## config.mk

```make
export PLATFORM = sky130hd
export DESIGN_NAME = bus_mux_reg
export DESIGN_NICKNAME = d
export VERILOG_FILES = /design/src/rtl/bus_mux_reg.sv
export SDC_FILE = /design/constraint.sdc
export NUM_CORES = 1
export LEC_CHECK = 0
export CAP_MARGIN = 5
export CELL_PAD_IN_SITES_DETAIL_PLACEMENT = 1
export CELL_PAD_IN_SITES_GLOBAL_PLACEMENT = 1
export CORE_MARGIN = 4
export CORE_UTILIZATION = 20
export CTS_CLUSTER_DIAMETER = 100
export DETAILED_ROUTE_END_ITERATION = 8
export GPL_ROUTABILITY_DRIVEN = 0
export GPL_TIMING_DRIVEN = 0
export PLACE_DENSITY_LB_ADDON = 0.25
export SKIP_LAST_GASP = 1
export SLEW_MARGIN = 10
export SYNTH_ARGS = -nofsm -noshare
export SYNTH_HDL_FRONTEND = slang
export SYNTH_SLANG_ARGS = --single-unit
export TNS_END_PERCENT = 10
```

## constraint.sdc

```tcl
create_clock -name i_clock -period 3.6 [get_ports i_clock]
set_input_delay 0.72 -clock i_clock [delete_from_list [all_inputs] [get_ports i_clock]]
set_output_delay 0.72 -clock i_clock [all_outputs]
set_load 0.03 [all_outputs]
```

## src/rtl/bus_mux_reg.sv

```systemverilog
// Registered shared-bus multiplexer. It selects one of NREG registers, DIN or G using one-hot
// enables, checks for bus conflicts, and keeps a saturating conflict counter.
module bus_mux_reg #(
  parameter int unsigned WIDTH = 16,
  parameter int unsigned NREG  = 8,
  parameter int unsigned SRCW  = 4,
  parameter int unsigned CNTW  = 8
) (
  input  logic                  i_clock,
  input  logic                  i_reset,
  input  logic [NREG*WIDTH-1:0] i_regs,
  input  logic [WIDTH-1:0]      i_din,
  input  logic [WIDTH-1:0]      i_aluout,
  input  logic [NREG-1:0]       i_rout,
  input  logic                  i_din_out,
  input  logic                  i_g_out,
  input  logic                  i_hold,
  input  logic                  i_clr_cnt,
  output logic [WIDTH-1:0]      o_buswires,
  output logic                  o_bus_valid,
  output logic [SRCW-1:0]       o_src_id,
  output logic                  o_conflict,
  output logic [CNTW-1:0]       o_conflict_cnt
);

  localparam int unsigned NSRC = NREG + 2;

  logic [NSRC-1:0]  w_en;
  logic             w_any;
  logic             w_multi;
  logic             w_single;
  logic [WIDTH-1:0] w_data;
  logic [SRCW-1:0]  w_id;

  logic [WIDTH-1:0] r_bus;
  logic             r_valid;
  logic [SRCW-1:0]  r_src;
  logic             r_conflict;
  logic [CNTW-1:0]  r_cnt;

  assign w_en = {i_g_out, i_din_out, i_rout};

  // Running "seen one" / "seen two" chain gives E==0, E==1 and E>=2 without a full popcount.
  always_comb begin
    w_any   = 1'b0;
    w_multi = 1'b0;
    for (int k = 0; k < int'(NSRC); k++) begin
      w_multi = w_multi | (w_any & w_en[k]);
      w_any   = w_any | w_en[k];
    end
  end

  assign w_single = w_any & ~w_multi;

  // AND-OR selection. The value is only exact when w_single is set, and only then is it loaded.
  always_comb begin
    w_data = '0;
    w_id   = '0;
    for (int k = 0; k < int'(NREG); k++) begin
      w_data = w_data | ({WIDTH{w_en[k]}} & i_regs[k*WIDTH +: WIDTH]);
      w_id   = w_id | ({SRCW{w_en[k]}} & SRCW'(k));
    end
    w_data = w_data | ({WIDTH{i_din_out}} & i_din) | ({WIDTH{i_g_out}} & i_aluout);
    w_id   = w_id | ({SRCW{i_din_out}} & SRCW'(NREG)) | ({SRCW{i_g_out}} & SRCW'(NREG + 1));
  end

  always_ff @(posedge i_clock) begin
    if (i_reset) begin
      r_bus      <= '0;
      r_valid    <= 1'b0;
      r_src      <= '0;
      r_conflict <= 1'b0;
      r_cnt      <= '0;
    end else begin
      r_valid    <= 1'b0;
      r_conflict <= 1'b0;
      if (!i_hold) begin
        if (w_single) begin
          r_bus   <= w_data;
          r_src   <= w_id;
          r_valid <= 1'b1;
        end
        if (w_multi) begin
          r_conflict <= 1'b1;
        end
      end
      if (i_clr_cnt) begin
        r_cnt <= '0;
      end else if (!i_hold && w_multi && (r_cnt != '1)) begin
        r_cnt <= r_cnt + CNTW'(1);
      end
    end
  end

  assign o_buswires     = r_bus;
  assign o_bus_valid    = r_valid;
  assign o_src_id       = r_src;
  assign o_conflict     = r_conflict;
  assign o_conflict_cnt = r_cnt;

endmodule

```

==> run metrics, run 1 <==
outcome=completed; Max transition margin=between 40% and 50%; Slew Viols, Final=0; Port-buffer cells=~200; Critical-path top delay cell=o32ai_1; largest net degree at the start of global routing=11; Psw=274.1 uW; Die Y=between 100 and 150 um; Comb power frac=between 30 and 40%; wire per inst=~23 um; Buf/Inv on CP=3; Post-CTS Setup Bufs=0; clock sink total=30; multi-input logic area=around 1400 um2; Slew @ Worst Pin=~0.76 ns; Crit Path Class=input pin to flop; Seq pwr share=between 30% and 40%; clk_skew=0.007648 ns; reg2reg setup slack=about 1.6 ns; CP Capture Type=flop; diode count=0; initial antenna violation count=0; fin crit period=3.308 ns; via density per instance=5.270; GRT Total Usage=a little over a fifth; period utilization=approximately 92%; drt drc=0; WL final=around 14000 um; Root Driver=clkbuf_8; top-level I/O count=between 200 and 250; Placed Instances=~600; Power Density=between 200 and 250 nW/um2; Yosys top cell by area=dfxtp_1; nets@finish=between 600 and 700; Top Family by Delay on Critical Path=buffers and inverters; CP Data Arrival Time=between 3 and 4 ns; Synth top area share=between 20 and 30%; Synthesis Warnings=0; Die Area=12250 um2; post-synthesis cell count=~250; Clock power frac=roughly a third; Die Width=between 100 and 150 um; Pint=758.7 uW; most area-consuming cells after synthesis=dfxtp_1 28%, a22oi_1 17%, mux2i_1 8.5%; CP Launch Type=input pin; clock latency at the later pin of the worst-skew pair=around 0.28 ns; Synth Register Bits=30; post-route setup TNS=0 ns; Post-DP HPWL=10920 um; unique cell type count in the Yosys netlist=39; Max Root-Sink Buffers=2; maximum VDD drop=0.1510 mV; non-filler cells, final=around 600; EDFF count, synth=0; clock-pin slew on the worst setup and hold paths=roughly 0.07 ns; Rows=37; slowest stage delay, CP=a little under 0.6 ns; cts hold-fix bufs=0; Static Leak=1.640 nW; Hold Path Class=flop to flop; total iterations of the first detailed-routing run=4; Core Area=just over 10000 um2; number of gates resized after CTS=0; Avg Synthesized Cell Area=~8.4 um2; endpoints failing hold=0; remaining antenna violation count after routing=0; fin util=between 40% and 50%; fraction of registers with async set/reset=0%; unrepaired setup endpoints after global routing=no; filler cell count=between 1000 and 1500; Worst Path Max Fanout=10; total grt overflow=0; clock buffer count from CTS=5; first-pass GRT wire length=approximately 20000 um; vias in the first global route=between 3000 and 4000; TritonCTS clock tree=yes; synthesized net count=427; hold slack=roughly 0.5 ns; Worst Path Required=around 3.8 ns; sw frac=between 20% and 30%; initial detailed-routing violation count=about 110; share of layout cells above drive strength 1=3.471%; Reg area=600.6 um2; Area growth, synth to finish=108.7%; CP cell instances=clkdlybuf4s50_1, clkbuf_1, a2111oi_0, o32ai_1, o21ai_0, buf_2, or3_1, a21oi_1; setup violators final=0; Initial Util=just over 20%; routed vias=~3100; Max Cap Viol=0; post-synthesis sequential area ratio=28.49%; Max Fclk=slightly above 300 MHz; top_reg_cell synth=dfxtp_1; H-tree depth=2; Cell Area, Synth=2108 um2
[layer usage]
layer | wire length [um] | share of wire [%] | track usage, % | vias to the layer above
met5 | 0 | 0 | 0 | -
met4 | 391 | 2.9 | 6.322 | 0
met3 | 885 | 6.5 | 6.004 | 25
met2 | 7139 | 53 | 40.41 | 136
met1 | 5119 | 38 | 22.68 | 1538
li1 | - | - | - | 1447
[area by class of cell]
cell class | instances | share of cell area (%)
flip-flops and latches | 30 | 13.65
clock inverters | 2 | 0.8530
clock buffers | 6 | 1.649
repair buffers | 201 | 45.72
plain buffers | 25 | 2.559
well taps | 136 | 3.867
inverters | 3 | 0.2559
multi-input cells | 194 | 31.45
[worst min-delay path, stage by stage, from the launching register on]
cell	delay (ns)
dfxtp_1	0.33
mux2i_1	0.07
nor2_1	0.07
[metrics by stage]
stage               worst slack [ns]  power, mW  area [um2]
finish                        0.2916      1.033        4400
global route                  0.1158      1.085        4400
global placement             0.06354     0.6819        4290
floorplan                     0.8544     0.4471        2108
detailed placement           0.02981     0.6893        4290
CTS                           0.3213      1.044        4400
[cells in the final DEF (no fill, tap or decap), types with 2 or more instances in the layout]
| master | netlist | layout |
|---|---|---|
| nand3_1 | 2 | 2 |
| clkbuf_8 | 0 | 5 |
| or3_1 | 4 | 4 |
| dfxtp_1 | 30 | 30 |
| a21oi_1 | 4 | 4 |
| buf_6 | 2 | 2 |
| a22o_1 | 16 | 16 |
| a22oi_1 | 48 | 48 |
| mux2i_1 | 18 | 18 |
| nor3_1 | 6 | 6 |
| o21ai_0 | 6 | 6 |
| a2111oi_0 | 2 | 2 |
| nor2b_1 | 2 | 2 |
| buf_1 | 6 | 6 |
| clkbuf_1 | 14 | 15 |
| a221oi_1 | 16 | 16 |
| o211ai_1 | 2 | 2 |
| nand2_1 | 6 | 6 |
| buf_2 | 3 | 3 |
| inv_1 | 3 | 3 |
| nand4_1 | 18 | 18 |
| or4_1 | 4 | 4 |
| nor2_1 | 23 | 23 |
| clkdlybuf4s50_1 | 0 | 201 |
[logic make-up after synthesis]
logic type                 synth area share [%]
and+or+nand+nor                           17.45
muxes                                     8.546
DFF                                       28.49
buffers and inverters                     5.875
adders and majority gates                 1.068
xor gates and xnor gates                 0.4155
AOI/OAI and AO/OA                         38.16
[worst paths after layout]
| path | from | to | cells past startpoint |
|---|---|---|---|
| worst min-delay path | o_src_id[2]$_SDFFE_PP0P_ | o_src_id[2]$_SDFFE_PP0P_ | 2 |
| worst max-delay path | i_rout[5] | o_conflict_cnt[4]$_SDFFE_PP0P_ | 8 |
| worst min register to register | o_src_id[2]$_SDFFE_PP0P_ | o_src_id[2]$_SDFFE_PP0P_ | 2 |
| worst max register to register | o_conflict_cnt[0]$_SDFFE_PP0P_ | o_conflict_cnt[4]$_SDFFE_PP0P_ | 7 |
[cells in the mapped netlist (2+ instances only)]
library cell and instances:
a22oi_1 48, dfxtp_1 30, nor2_1 23, mux2i_1 18, nand4_1 18, a221oi_1 16, a22o_1 16, clkbuf_1 14
buf_1 6, nand2_1 6, nor3_1 6, o21ai_0 6, a21oi_1 4, or3_1 4, or4_1 4, buf_2 3
inv_1 3, a2111oi_0 2, buf_6 2, nand3_1 2, nor2b_1 2, o211ai_1 2
[registers in the layout, indices dropped and copies added (netlist names)]
signal and count:
o_src_id 4, o_conflict 1, o_buswires 16, o_conflict_cnt 8
o_bus_valid 1
[power by group through the flow]
stage	Combinational [mW]	Clock [mW]	Sequential, mW
after floorplan	0.0989	0	0.348
after global placement	0.338	0	0.344
after detailed placement	0.346	0	0.344
after CTS	0.347	0.361	0.336
after global routing	0.371	0.377	0.336
final	0.346	0.351	0.336
Note: power is estimated with default switching activity, not from simulation.
==> run 2, diff against run 1 <==
--- a/config.mk
+++ b/config.mk
@@ -5,9 +5,11 @@
 export SDC_FILE = /design/constraint.sdc
 export NUM_CORES = 1
 export LEC_CHECK = 0
+export ABC_AREA = 1
 export CAP_MARGIN = 5
 export CELL_PAD_IN_SITES_DETAIL_PLACEMENT = 1
 export CELL_PAD_IN_SITES_GLOBAL_PLACEMENT = 1
+export CORE_ASPECT_RATIO = 0.75
 export CORE_MARGIN = 4
 export CORE_UTILIZATION = 20
 export CTS_CLUSTER_DIAMETER = 100
==> run metrics, run 2 <==
max reg flops=16 (unchanged); Synth top cells by count=220 x nand2_1, 58 x nand3_1, 45 x inv_1, 30 x dfxtp_1, 30 x nor2_1 (was 48 x a22oi_1, 30 x dfxtp_1, 23 x nor2_1, 18 x mux2i_1, 18 x nand4_1); Static Leak=2.096 nW (was 1.640 nW); first-pass GRT wire length=22540 um (was 20380 um); Slew Viols, Final=0 (unchanged); clock-pin slew on the worst setup and hold paths=0.05 ns (was 0.07 ns); EDFF count, synth=0 (unchanged); CP Launch Type=input pin (unchanged); Synth top area share=31.70% (was 28.49%); reg2reg setup slack=1.82 ns (was 1.64 ns); initial detailed-routing violation count=117 (was 112); hold slack=0.5165 ns (was 0.5001 ns); Post-Place Worst Slack=0.6514 ns (was 0.02981 ns); Psw=295.0 uW (was 274.1 uW); Root Driver=clkbuf_16 (was clkbuf_8); unrepaired setup endpoints after global routing=no (unchanged); initial antenna violation count=0 (unchanged); global route hottest layer=met2 (unchanged); CP Capture Type=flop (unchanged); unique cell type count in the Yosys netlist=28 (was 39); via density per instance=4.544 (was 5.270); diode count=0 (unchanged); Max Fclk=377.8 MHz (was 302.3 MHz); number of gates resized after CTS=0 (unchanged); Clock power frac=39.1% (was 34.0%); synthesized net count=660 (was 427); Synth Register Bits=30 (unchanged); total iterations of the first detailed-routing run=4 (unchanged); post-synthesis cell count=485 (was 252); largest net degree at the start of global routing=11 (unchanged); remaining antenna violation count after routing=0 (unchanged); cts hold-fix bufs=0 (unchanged); Max transition margin=46.04% (was 49.25%); Slew @ Worst Pin=0.8094 ns (was 0.7613 ns); met3 usage=6.108% (was 6.004%); Core Area=12520 um2 (was 10280 um2); clk_skew=0.002455 ns (was 0.007648 ns); Worst Path Required=3.81 ns (was 3.82 ns); Initial Util=20.80% (was 20.51%); clock sink total=30 (unchanged); Post-CTS Setup Bufs=0 (unchanged); nets@finish=863 (was 635); wire per inst=16.96 um (was 22.67 um); clock latency at the later pin of the worst-skew pair=0.27 ns (was 0.28 ns); most area-consuming cells after synthesis=nand2_1 32%, dfxtp_1 23%, nand3_1 11% (was dfxtp_1 28%, a22oi_1 17%, mux2i_1 8.5%); Tot Pwr=1.155 mW (was 1.033 mW); routed vias=3885 (was 3146); maximum VDD drop=0.2610 mV (was 0.1510 mV); Post-DP HPWL=12190 um (was 10920 um); Synthesis Warnings=0 (unchanged); CP Data Arrival Time=2.85 ns (was 3.53 ns); sw frac=25.55% (was 26.54%); period utilization=73.53% (was 91.90%); Crit Path Class=input pin to flop (unchanged); setup ws final=0.9529 ns (was 0.2916 ns); endpoints failing hold=0 (unchanged); Power Density=233.7 nW/um2 (was 234.7 nW/um2); GR Layer Usage met1=22.94% (was 22.68%); Placed Instances=847 (was 589); Die Area=14930 um2 (was 12250 um2); Die Y=106.8 um (was 110.7 um); fraction of registers with async set/reset=0% (unchanged); top_reg_cell synth=dfxtp_1 (unchanged); Max Cap Viol=0 (unchanged); Avg Synthesized Cell Area=5.371 um2 (was 8.366 um2); fin crit period=2.647 ns (was 3.308 ns); Hold Path Class=flop to flop (unchanged); most frequent cells in the layout=220 x nand2_1, 196 x clkdlybuf4s50_1, 58 x nand3_1, 45 x inv_1 (was 201 x clkdlybuf4s50_1, 48 x a22oi_1, 30 x dfxtp_1, 23 x nor2_1); post-synthesis sequential area ratio=23.05% (was 28.49%); clock buffer count from CTS=5 (unchanged); vias in the first global route=4231 (was 3656); drt drc=0 (unchanged); top-level I/O count=204 (unchanged); Die Width=139.8 um (was 110.7 um); Cell Area, Synth=2605 um2 (was 2108 um2); Max Root-Sink Buffers=2 (unchanged); most common cell after layout, fill and taps aside=nand2_1 (was clkdlybuf4s50_1); Yosys top cell by area=nand2_1 (was dfxtp_1); share of layout cells above drive strength 1=4.209% (was 3.471%); WL final=14500 um (was 13540 um); Pint=859.5 uW (was 758.7 uW); Worst Path Max Fanout=10 (unchanged); Comb power frac=31.8% (was 33.5%); non-filler cells, final=855 (was 597); Port-buffer cells=196 (was 201); M2 GR Usage=33.63% (was 40.41%); GRT Total Usage=19.18% (was 21.30%); Seq pwr share=29.1% (was 32.5%); outcome=completed (unchanged); total grt overflow=0 (unchanged); setup violators final=0 (unchanged); most common cell in the synthesized netlist=nand2_1 (was a22oi_1); H-tree depth=2 (unchanged); Area growth, synth to finish=89.67% (was 108.7%); Rows=35 (was 37); TritonCTS clock tree=yes (unchanged); post-route setup TNS=0 ns (unchanged)
## run 2: area by class of cell
cell class / instances / area, um2
clock buffers: 8 / 166.4
well taps: 166 / 207.7
flip-flops and latches: 30 / 600.6
plain buffers: 28 / 145.1
inverters: 48 / 180.2
multi-input cells: 379 / 1679
repair buffers: 196 / 1962
fillers: 1634 / 7584
## run 2: cells by family (layout without fill, tap and decap cells)
family	count (synthesis)	after routing	share of synthesized area, %
flip-flops	30	30	23.05
adder cells (fa/ha/maj)	1	1	0.4802
XOR/XNOR	6	6	2.018
buffers and inverters	76	280	12.49
AND/OR/NAND/NOR	361	361	59.85
AO/OA/AOI/OAI	11	11	2.113
## run 2: critical path, cell delays in order
cell and delay, ns:
clkdlybuf4s50_1 0.49, clkbuf_1 0.48, buf_1 0.51, nand2_1 0.12, nand4_1 0.18, nor3_1 0.10
nand3_1 0.09, nand2_1 0.06, nor2_1 0.09
## run 2: through the flow
stage	util (%)	cell area, um2
final	39.45	4941
after global routing	39.45	4941
after CTS	39.45	4941
after detailed placement	38.12	4775
after global placement	38.12	4775
after floorplan	-	2605
## run 2: final timing paths
kind | startpoint | end | cells past startpoint
worst max-delay path | i_rout[6] | o_buswires[5]$_SDFFE_PP0P_ | 9
worst min-delay path | o_conflict_cnt[4]$_SDFFE_PP0P_ | o_conflict_cnt[4]$_SDFFE_PP0P_ | 2
worst max register to register | o_conflict_cnt[0]$_SDFFE_PP0P_ | o_conflict_cnt[3]$_SDFFE_PP0P_ | 7
worst min register to register | o_conflict_cnt[4]$_SDFFE_PP0P_ | o_conflict_cnt[4]$_SDFFE_PP0P_ | 2
## run 2: power groups by stage
stage | clock network (mW) | logic [mW] | registers (mW)
finish | 0.451 | 0.367 | 0.336
global route | 0.486 | 0.400 | 0.336
CTS | 0.464 | 0.370 | 0.336
detailed placement | 0 | 0.368 | 0.343
global placement | 0 | 0.359 | 0.343
floorplan | 0 | 0.122 | 0.346
## run 2: per-layer routing
layer	vias to the layer above	routed length (um)
met3	21	1298
met2	160	6775
met1	1768	6097
li1	1936	-
met4	0	330
met5	-	0
==> RTL edit 1: new RTL, flow settings as in run 1 <==
Register the output `o_buswires` once more, cleared by the reset; this adds one clock of latency there. The other outputs are not delayed to match.
--- a/src/rtl/bus_mux_reg.sv
+++ b/src/rtl/bus_mux_reg.sv
@@ -92,7 +92,13 @@
     end
   end
 
-  assign o_buswires     = r_bus;
+  always_ff @(posedge i_clock) begin
+    if (i_reset) begin
+      o_buswires <= '0;
+    end else begin
+      o_buswires <= r_bus;
+    end
+  end
   assign o_bus_valid    = r_valid;
   assign o_src_id       = r_src;
   assign o_conflict     = r_conflict;
Function: changed (Yosys sat finds a counterexample within 4 cycles, from zero or initial values and one cycle with i_reset high).
==> RTL edit 1 against run 1 <==
  * Largest power group is now sequential cells
  * Cell area is 11% higher
  * Power is 33% higher
  * First-iteration DRC count is 44% higher
  * Critical endpoint unchanged
  * Sequential power is 53% higher
  * Synthesized area is 20% higher
  * Routed wire length is 5.4% higher
  * Critical path type unchanged
  * Fmax is 2.2% lower
  * Sequential cell count is 16 higher
  * Register-to-register slack better by 0.02 ns
  * Largest cell class unchanged
  * Clock power is 46% higher
  * Setup slack worse by 0.074 ns
==> RTL edit 1: results (changes against run 1) <==
stage	metric	value	unit	change
timing	setup_viol	0		unchanged
detailed_routing	via_per_inst	4.94		-6.2%
hold_path	hold_class	reg -> reg		
logic_synthesis	ys_seq_area_share	36.5	%	+8.1 points
setup_path	start_kind	input pin		
clock_tree	clockBufferDepth	2		unchanged
logic_synthesis	yosys_warnings	0		unchanged
clock_tree	clock_latency	0.28	ns	about the same
finish	layout-drive-gt1-share	3.42	%	-0.050 points
setup_path	cp_max_fo	10		unchanged
finish	stdcell_count	665		+11%
timing	slew_headroom	42.9	%	-6.3 points
grt	grt_max_degree	14		+3
clock_tree	numCtsBuffers	5		unchanged
grt	track_usage	19.1	%	-2.2 points
run_status	status	finished clean		
setup_path	worstSetupStartpoint	i_rout[6]		
clock_tree	clk_pin_slew	0.06	ns	
logic_synthesis	syn-num-nets	463		+8.4%
placement	portBuffers	201		unchanged
timing	finClkSkew	0.00471	ns	-0.00294 ns
setup_path	slowest_stage	clkbuf_1		
logic_synthesis	ys_types	34		-13%
placement	dp.cells	657		+12%
logic_synthesis	ys_top_cells_by_count	64 x a22oi_1, 46 x dfxtp_1, 22 x clkbuf_1		
setup_path	cp_top_family	buffers and inverters		
finish	fillers	1433		+16%
clock_tree	htree_levels	2		unchanged
placement	pre_cts_ws	-0.0846	ns	-0.114 ns
logic_synthesis	synth_flop_cell	dfxtp_1		
power_and_ir_drop	leakage	0.00182	uW	+11%
clock_tree	cts_resized	0		unchanged
setup_path	regToRegStartpoint	o_conflict_cnt[0]		
logic_synthesis	synth_area_leaders	dfxtp_1 37%, a22oi_1 19%, a221oi_1 5.6%, a311oi_1 5.6%, a21o_1 4.8%		
power_and_ir_drop	ir_drop	0.259	mV	+71%
clock_tree	ctsRootBufferMaster	clkbuf_16		
logic_synthesis	async_reset_ff_share	0	%	unchanged
flow_run	max_cap_violations	0		unchanged
detailed_routing	first_iter_violations	161		+44%
clock_tree	cts_setup_buffers	0		unchanged
setup_path	critPathMaxStageDelay	0.56	ns	-0.03 ns
grt	antenna_found_initial	0		unchanged
setup_path	worstPathArrival	3.59	ns	+0.06 ns
grt	grt_pass1_wl	21.2	mm	+4.0%
detailed_routing	firstDrtPassIters	5		+1
detailed_routing	routed_wl	14.3	mm	+5.4%
finish	antennaDiodeCount	0		unchanged
hold_path	hp-start	r_bus[14]		
placement	hpwl	11.5	mm	+5.4%
logic_synthesis	avgSynthCellArea	8.75	sq um	+4.6%
grt	grt_pass1_vias	3708		+1.4%
## RTL edit 1: per-stage QoR
stage | cell area, sq um | util (%) | TNS, ns | hold WS, ns
floorplan | 2520 | - | 0 | 0.448
global placement | 4740 | 39.0 | 0 | 0.453
detailed placement | 4740 | 39.0 | -0.102 | 0.458
CTS | 4900 | 40.3 | 0 | 0.467
global route | 4900 | 40.3 | 0 | 0.478
finish | 4900 | 40.3 | 0 | 0.465
## RTL edit 1: final timing paths
| kind | end | slack [ns] | depth (start not counted) |
|---|---|---|---|
| worst min register to register | o_buswires[14] | 0.46 | 1 |
| worst max-delay path | o_conflict_cnt[4] | 0.22 | 8 |
| worst min-delay path | o_buswires[14] | 0.46 | 1 |
| worst max register to register | o_conflict_cnt[4] | 1.66 | 8 |
## RTL edit 1: layer usage
layer / up-vias / global-route usage, % / wire length [um]
li1: 1566 / - / -
met1: 1580 / 24.0 / 6110
met2: 130 / 32.8 / 7070
met3: 10 / 4.82 / 868
met4: 0 / 4.53 / 213
met5: - / 0 / 0
## RTL edit 1: area by class of cell
type	count	area, sq um	share of cell area, %
timing repair buffer	201	2010	41.0
multi-input combinational	210	1460	29.7
sequential	46	921	18.8
tap	168	210	4.29
buffer	30	134	2.73
clock buffer	7	133	2.70
clock inverter	1	30.0	0.612
inverter	2	7.51	0.153
## RTL edit 1: power breakdown
part	switching (uW)	internal [uW]
Clock	183	328
Sequential	1.62	512
Combinational	137	214
## RTL edit 1: kinds of logic (layout without fill, tap and decap cells)
logic type                 Yosys count  after routing  share of synthesized area (%)
xor gates and xnor gates             1              1                          0.348
muxes                                3              3                           1.19
buffers and inverters               32            241                           5.61
adders and majority gates            2              2                          0.894
and+or+nand+nor                     71             71                           14.8
AOI/OAI and AO/OA                  133            133                           40.6
DFF                                 46             46                           36.5
==> RTL edit 2: new RTL, settings of run 1 <==
Made on the original files. The parameter `WIDTH` goes from 16 to 32.
--- a/src/rtl/bus_mux_reg.sv
+++ b/src/rtl/bus_mux_reg.sv
@@ -1,7 +1,7 @@
 // Registered shared-bus multiplexer. It selects one of NREG registers, DIN or G using one-hot
 // enables, checks for bus conflicts, and keeps a saturating conflict counter.
 module bus_mux_reg #(
-  parameter int unsigned WIDTH = 16,
+  parameter int unsigned WIDTH = 32,
   parameter int unsigned NREG  = 8,
   parameter int unsigned SRCW  = 4,
   parameter int unsigned CNTW  = 8
Ports: changed (resized i_aluout, i_din, i_regs and o_buswires); port bits go from 204 to 380. No check against the original RTL was run, so the function may have changed too.
==> RTL edit 2 against run 1 <==
  * Setup slack lost 0.085 ns
  * Combinational power grew 92%
  * Die area grew 62%
  * Cell area grew 75%
  * Sequential cell count grew 16
  * Via count grew 78%
  * Core utilization grew 1.7 points
  * Synthesized area grew 68%
  * Routed wire length grew 110%
  * Power grew 66%
  * Critical path depth is the same
==> RTL edit 2: results (changes against run 1) <==
stage	metric	value	unit	change
logic_synthesis	syn-num-nets	791		+85%
grt	grt_max_degree	14		+3
detailed_routing	num_vias	5604		+78%
setup_path	cp_top_family	compound AO/OA/AOI/OAI gates		
run_status	status	finished clean		
placement	portBuffers	370		+84%
logic_synthesis	synth_area_leaders	dfxtp_1 26%, a221oi_1 16%, a22oi_1 14%, a22o_1 7.9%, and3_1 5.7%		
detailed_routing	routed_wl	27.8	mm	+110%
die	dieArea	19900	sq um	+62%
detailed_routing	wl_met3	1.86	mm	+110%
clock_tree	ctsRootBufferMaster	clkbuf_16		
finish	design_area	7690	sq um	+75%
setup_path	worstSetupStartpoint	i_rout[7]		
power_and_ir_drop	comb_power_share	38.6	%	+5.1 points
timing	fin_crit_sh	94.3	%	+2.4 points
detailed_routing	met2_length	13.8	mm	+93%
grt	grt_use_met2	46.1	%	+5.7 points
finish	stdcell_count	1059		+77%
detailed_routing	top_layer	met5		
placement	hpwl	24.0	mm	+120%
logic_synthesis	avgSynthCellArea	7.75	sq um	-7.3%
detailed_routing	first_iter_violations	323		+190%
setup_path	worstPathArrival	3.62	ns	+0.09 ns
logic_synthesis	ys_top_cells_by_count	64 x a221oi_1, 64 x a22oi_1, 46 x dfxtp_1		
setup_path	critPathMaxStageDelay	0.71	ns	+0.12 ns
setup_path	r2r_end	o_conflict_cnt[2]		
timing	finClkSkew	0.00313	ns	-0.00452 ns
grt	antenna_found_initial	2		+2
finish	layout-drive-gt1-share	3.24	%	-0.23 points
power_and_ir_drop	ir_drop	0.165	mV	+9.6%
finish	largest_reg_flops	32		+16
power_and_ir_drop	pwr.group.clock	540	uW	+54%
timing	slew_headroom	45.5	%	-3.7 points
power_and_ir_drop	power.switching	452	uW	+65%
grt	track_usage	26.4	%	+5.1 points
power_and_ir_drop	p_sw_share	26.3	%	-0.23 points
timing	hold_slack	0.495	ns	-0.00477 ns
logic_synthesis	ys_seq_area_share	26.0	%	-2.4 points
finish	fillers	2060		+67%
detailed_routing	drt-met1-wl	11.2	mm	+120%
## RTL edit 2: changes by cell type in the layout (fill, tap and decap cells not counted), moves of 17 or more
cell | run 1 | this run
clkdlybuf4s50_1 | 201 | 370
a221oi_1 | 16 | 64
and3_1 | 0 | 32
nand2_1 | 6 | 37
nor3_1 | 6 | 35
clkbuf_1 | 15 | 35
nand4_1 | 18 | 0
mux2i_1 | 18 | 1
nor2_1 | 23 | 40
## RTL edit 2: area by class of cell
class	instances	area share (%)
Timing Repair Buffer	370	48.1
Multi-Input combinational cell	352	30.6
Sequential cell	46	12.0
Tap cell	225	3.66
Buffer	53	3.16
Clock buffer	6	1.81
Clock inverter	1	0.390
Inverter	5	0.244
Antenna cell	1	0.0325
## RTL edit 2: cells by family after synthesis
logic type               synth area share (%)
AO/OA/AOI/OAI                            43.1
AND/OR/NAND/NOR                          22.3
buffers and inverters                    7.40
flip-flops                               26.0
adder cells (fa/ha/maj)                 0.637
XOR/XNOR                                0.248
multiplexers                            0.283
